[src/rtl/display_scan_7seg.sv]
// Four-digit multiplexed 7-segment scanner for the mm:ss timer: latches the BCD
// digits once per frame and drives one digit enable at a time with a guard gap.
module display_scan_7seg #(
    parameter int SCAN_DIV     = 50000,
    parameter int GUARD        = 16,
    parameter int BLINK_FRAMES = 125,
    parameter bit ACTIVE_LOW   = 1'b1
) (
    input  logic       clk,
    input  logic       rstn,
    input  logic [3:0] dig3,
    input  logic [3:0] dig2,
    input  logic [3:0] dig1,
    input  logic [3:0] dig0,
    input  logic       lz_en,
    input  logic       blink_en,
    output logic [6:0] seg,
    output logic [3:0] an,
    output logic       frame_start
);

    localparam int CNT_W = (SCAN_DIV > 1) ? $clog2(SCAN_DIV) : 1;
    localparam int FC_W  = (BLINK_FRAMES > 1) ? $clog2(BLINK_FRAMES) : 1;

    localparam logic [CNT_W-1:0] CNT_LAST  = CNT_W'(SCAN_DIV - 1);
    localparam logic [CNT_W-1:0] GUARD_CNT = CNT_W'(GUARD);
    localparam logic [FC_W-1:0]  FC_LAST   = FC_W'(BLINK_FRAMES - 1);
    localparam logic [6:0]       SEG_OFF   = ACTIVE_LOW ? 7'h7F : 7'h00;
    localparam logic [3:0]       AN_OFF    = ACTIVE_LOW ? 4'hF : 4'h0;

    typedef enum logic [1:0] {
        SLOT_D1 = 2'd0,
        SLOT_D2 = 2'd1,
        SLOT_D3 = 2'd2,
        SLOT_D4 = 2'd3
    } slot_e;

    // Active-high {g,f,e,d,c,b,a}; non-BCD codes render as a centre dash.
    function automatic logic [6:0] seg_decode(input logic [3:0] code);
        logic [6:0] pat;
        case (code)
            4'd0:    pat = 7'b0111111;
            4'd1:    pat = 7'b0000110;
            4'd2:    pat = 7'b1011011;
            4'd3:    pat = 7'b1001111;
            4'd4:    pat = 7'b1100110;
            4'd5:    pat = 7'b1101101;
            4'd6:    pat = 7'b1111101;
            4'd7:    pat = 7'b0000111;
            4'd8:    pat = 7'b1111111;
            4'd9:    pat = 7'b1101111;
            default: pat = 7'b1000000;
        endcase
        return pat;
    endfunction

    logic             start_q, start_d;
    logic [CNT_W-1:0] cnt_q, cnt_d;
    slot_e            slot_q, slot_d;
    logic [3:0]       shadow_q [4];
    logic [3:0]       shadow_d [4];
    logic [FC_W-1:0]  fc_q, fc_d;
    logic             phase_on_q, phase_on_d;
    logic [6:0]       seg_q, seg_d;
    logic [3:0]       an_q, an_d;
    logic             frame_start_q, frame_start_d;

    logic             slot_wrap;
    logic             frame_load;
    logic             lz_blank;
    logic             show_en;
    logic [1:0]       slot_idx;
    logic [3:0]       cur_digit;
    logic [6:0]       seg_act;
    logic [3:0]       an_act;
    logic [3:0]       dig_in [4];

    // Slot 0 is the leftmost position (d1, minutes tens).
    assign dig_in[0] = dig3;
    assign dig_in[1] = dig2;
    assign dig_in[2] = dig1;
    assign dig_in[3] = dig0;

    assign slot_idx  = slot_q;
    assign cur_digit = shadow_q[slot_idx];

    genvar gi;
    generate
        for (gi = 0; gi < 4; gi++) begin : g_slot
            assign shadow_d[gi] = frame_load ? dig_in[gi] : shadow_q[gi];
            assign an_act[gi]   = show_en && (slot_idx == 2'(gi));
        end
    endgenerate

    always_comb begin
        slot_wrap  = (cnt_q == CNT_LAST);
        frame_load = start_q || (slot_wrap && (slot_q == SLOT_D4));

        // The post-reset load cycle holds the scan so d1 slot then starts at count 0.
        start_d = 1'b0;
        cnt_d   = cnt_q;
        slot_d  = slot_q;
        if (!start_q) begin
            if (slot_wrap) begin
                cnt_d  = '0;
                slot_d = slot_e'(slot_idx + 2'd1);
            end else begin
                cnt_d = cnt_q + CNT_W'(1);
            end
        end

        fc_d       = fc_q;
        phase_on_d = phase_on_q;
        if (!blink_en) begin
            fc_d       = '0;
            phase_on_d = 1'b1;
        end else if (frame_load) begin
            if (fc_q == FC_LAST) begin
                fc_d       = '0;
                phase_on_d = ~phase_on_q;
            end else begin
                fc_d = fc_q + FC_W'(1);
            end
        end

        lz_blank = lz_en && (slot_q == SLOT_D1) && (shadow_q[0] == 4'd0);
        show_en  = !start_q && phase_on_q && (cnt_q >= GUARD_CNT) && !lz_blank;

        seg_act       = seg_decode(cur_digit);
        seg_d         = start_q ? SEG_OFF : (ACTIVE_LOW ? ~seg_act : seg_act);
        an_d          = ACTIVE_LOW ? ~an_act : an_act;
        frame_start_d = frame_load;
    end

    always_ff @(posedge clk or negedge rstn) begin
        if (!rstn) begin
            start_q       <= 1'b1;
            cnt_q         <= '0;
            slot_q        <= SLOT_D1;
            for (int i = 0; i < 4; i++) begin
                shadow_q[i] <= 4'd0;
            end
            fc_q          <= '0;
            phase_on_q    <= 1'b1;
            seg_q         <= SEG_OFF;
            an_q          <= AN_OFF;
            frame_start_q <= 1'b0;
        end else begin
            start_q       <= start_d;
            cnt_q         <= cnt_d;
            slot_q        <= slot_d;
            for (int i = 0; i < 4; i++) begin
                shadow_q[i] <= shadow_d[i];
            end
            fc_q          <= fc_d;
            phase_on_q    <= phase_on_d;
            seg_q         <= seg_d;
            an_q          <= an_d;
            frame_start_q <= frame_start_d;
        end
    end

    assign seg         = seg_q;
    assign an          = an_q;
    assign frame_start = frame_start_q;

endmodule
[config.mk]
export PLATFORM = sky130hd
export DESIGN_NAME = display_scan_7seg
export DESIGN_NICKNAME = d
export VERILOG_FILES = /design/src/rtl/display_scan_7seg.sv
export SDC_FILE = /design/constraint.sdc
export NUM_CORES = 1
export LEC_CHECK = 0
export BUFFER_PORTS_ARGS = -buffer_cell sky130_fd_sc_hd__buf_2
export CAP_MARGIN = 20
export CORE_MARGIN = 1
export CORE_UTILIZATION = 52
export DETAILED_ROUTE_END_ITERATION = 7
export PLACE_DENSITY = 0.85
export SLEW_MARGIN = 5
export SYNTH_ARGS = -nofsm -noshare
export SYNTH_HDL_FRONTEND = slang
export SYNTH_SLANG_ARGS = --single-unit
[constraint.sdc]
create_clock -name clk -period 2.4 [get_ports clk]
set_clock_uncertainty 0.15 [all_clocks]
set_input_delay 0.24 -clock clk [delete_from_list [all_inputs] [get_ports clk]]
set_output_delay 0.24 -clock clk [all_outputs]
set_load 0.05 [all_outputs]
==> run summary <==
status: completed
Area Growth Syn to Fin: 18.8%
clock-pin slew on the worst setup and hold paths: 0.10 ns
synthesized instance count: 230
Worst path slowest cell: or4_4
final hold violation count: 0
total core area: 4850 µm²
register bit total from synthesis: 55
Max Used Layer: met4
DIE WIDTH: 73.7 µm
most common flop cell mapped by yosys: dfrtp_1
synth unique cells: 38
full die area: 5440 µm²
Crit. End Element: flip-flop
fraction of the cycle the final worst path needs: 0.937
CP arrival: 2.31 ns
Worst-Margin Slew: 0.650 ns
most frequent cell after synthesis: dfrtp_1
gpl congestion: 0.850
fin nets: 316
first-pass GRT wire length: 8030 µm
clk sink count: 55
total number of vias: 1,895
Peak VDD IR: 511 µV
FP Rows: 25
Post-CTS Setup Inserts: 0
warnings from Yosys: 0
met2 wire length: 2580 µm
startpoint class of the critical path: flip-flop
DRC viols: 0
post-cts sizing count: 0
post-synth top area cell: dfrtp_1
Root Driver: clkbuf_8
WL met1: 2180 µm
final WL: 4990 µm
number of iterations in the first detailed-routing pass: 4
Worst EP required: 2.46 ns
Post-synth EDFFs: 0
initial antenna violation count: 0
port bufs: 31
worst rel slew slack: 0.562
synthesized area: 2680 µm²
leading cell types by count after synthesis: 42 x dfrtp_1, 18 x mux2_2, 15 x nand2_1
max-cap viol count: 0
largest cells by area after synthesis: dfrtp_1 39%, dfstp_2 13%, mux2_2 7.6%
Static Leak: 1.41 nW
Antenna Diode Count: 0
All-Layer GR Usage: 0.199
antenna-violating nets left: 0
Pwr Total: 0.00208 W
per-cell routed wire length: 14.2 µm
Worst Hold Class: input port to flip-flop
ys async rst share: 1.00
Worst Path Max Fanout: 4
PD cells: 655 nW/µm²
CTS H-tree depth: 2
met3 wire len: 140 µm
gr ovfl total: 0
Max stage delay on crit path: 0.56 ns
drt first-iter violations: 138
type of the worst setup path: flip-flop to flip-flop
sequential share of the synthesized area: 0.521
utilization after layout: 0.655
Syn Area/Cell: 11.6 µm²
critical path, cell by cell: or4_4 -> nor4b_4 -> nand4_1 -> nor2_4 -> mux2_2
Synth Net Count: 263
layout cells sized above 1: 0.310
Post-DP HPWL: 3390 µm
Max Root-Sink Buffers: 2
post-layout min period: 2.25 ns
number of CTS-inserted buffers: 5
RSZ-0062 raised after global routing: no
largest net degree at the start of global routing: 30
Worst-Skew Late Latency: 0.31 ns
WP buf/inv: 0
I/O Pins: 32
Die Y: 73.7 µm
Initial Util: 0.552
Slew Limit Fails: 0
vias in the first global route: 1,766
drt via density: 5.40
CTS tree: built
FMAX: 0.445 GHz
Total Neg Setup Slack: 0 ns
critical path's top delay family: simple AND/OR/NAND/NOR gates
share of the synthesized area in the top cell type: 0.393
final setup vio count: 0
-- final cells by class --
type | instances | area, µm²
clock buffers | 5 | 68.8
clock inverters | 3 | 23.8
fillers | 357 | 1670
inverters | 11 | 41.3
multi-input cells | 160 | 1220
flip-flops and latches | 55 | 1390
well taps | 67 | 83.8
repair buffers | 50 | 343
-- metrics by stage --
stage	worst slack, ns	instance area (µm²)	hold WS, ns	instances
after floorplan	0.159	2680	-0.206	230
after detailed placement	0.128	2950	0.150	330
after CTS	0.108	3130	0.000112	346
after global routing	0.0167	3180	0.000130	351
final	0.152	3180	0.00669	351
after global placement	0.178	2950	0.151	330
-- final timing paths --
check / startpoint / end / slack [ns] / depth (start not counted)
min in group asynchronous: rstn / slot_idx[1]$_DFFE_PN0P_ / 0.34 / 2
max in group asynchronous: rstn / phase_on_q$_DFFE_PN1P_ / 1.14 / 3
worst min-delay path: dig0[3] / shadow_q[3]$_DFFE_PN0P_ / 0.007 / 2
worst max-delay path: cnt_q[5]$_DFFE_PN0N_ / slot_idx[1]$_DFFE_PN0P_ / 0.15 / 5
worst min register to register: fc_q[6]$_DFFE_PN0P_ / fc_q[6]$_DFFE_PN0P_ / 0.34 / 1
worst max register to register: cnt_q[5]$_DFFE_PN0N_ / slot_idx[1]$_DFFE_PN0P_ / 0.15 / 5
-- metal layers --
| layer | up-vias | track usage |
|---|---|---|
| met5 | - | 0 |
| met4 | 0 | 0.0855 |
| met3 | 8 | 0.0329 |
| met2 | 42 | 0.324 |
| met1 | 932 | 0.263 |
| li1 | 913 | - |
-- sequential cells by signal (all words and copies together) (netlist names) --
name and count:
slot_idx 2, frame_start 1, start_q 1, cnt_q 16
shadow_q 16, an 4, seg 7, fc_q 7
phase_on_q 1
-- timing repair --
action / CTS / global route
endpoints found under the setup margin: 0 / 2
hold buffers: 8 / 5
hold endpoints to repair: 24 / 5
-- where the power goes --
part	switching [W]	leakage [nW]	internal, W
clock	0.000306	0.0461	0.000211
combinational	0.000249	0.696	0.000192
sequential	0.0000862	0.669	0.00104
-- cell families after synthesis --
family                   share of synthesized area
other                                      0.00140
AO/OA/AOI/OAI                               0.0664
XOR/XNOR                                    0.0393
AND/OR/NAND/NOR                              0.173
buffers and inverters                       0.0220
multiplexers                                 0.117
flip-flops                                   0.521
adder cells (fa/ha/maj)                     0.0608
-- layout by cell type (no fill, tap or decap), types with 2 or more instances in the layout --
| master | netlist | layout |
|---|---|---|
| buf_4 | 0 | 5 |
| ha_1 | 13 | 13 |
| and2_1 | 3 | 3 |
| nand4_1 | 4 | 4 |
| and4_1 | 4 | 4 |
| mux2_2 | 18 | 18 |
| mux4_2 | 4 | 4 |
| o21ai_0 | 14 | 14 |
| and3_1 | 4 | 4 |
| nor4_1 | 3 | 3 |
| buf_2 | 2 | 31 |
| inv_1 | 11 | 11 |
| nor2_1 | 13 | 13 |
| nand3_1 | 10 | 10 |
| nor3_1 | 6 | 6 |
| or2_2 | 3 | 3 |
| xnor2_1 | 9 | 9 |
| o31ai_1 | 4 | 4 |
| mux2i_1 | 2 | 2 |
| a21oi_1 | 6 | 6 |
| dfrtp_1 | 42 | 42 |
| nand2_1 | 15 | 15 |
| dlygate4sd3_1 | 0 | 13 |
| dfstp_2 | 13 | 13 |
| nor2b_1 | 3 | 3 |
| xor2_1 | 3 | 3 |
| a21o_1 | 3 | 3 |
| clkbuf_8 | 0 | 5 |
| nand2b_1 | 5 | 5 |
-- worst register-to-register path, delay by kind of cell, from the launching register on --
family	cells	cell delay (ns)
flip-flops	1	0.41
multiplexers	1	0.34
AND/OR/NAND/NOR	4	1.25
Power figures use the tool's default switching activity.
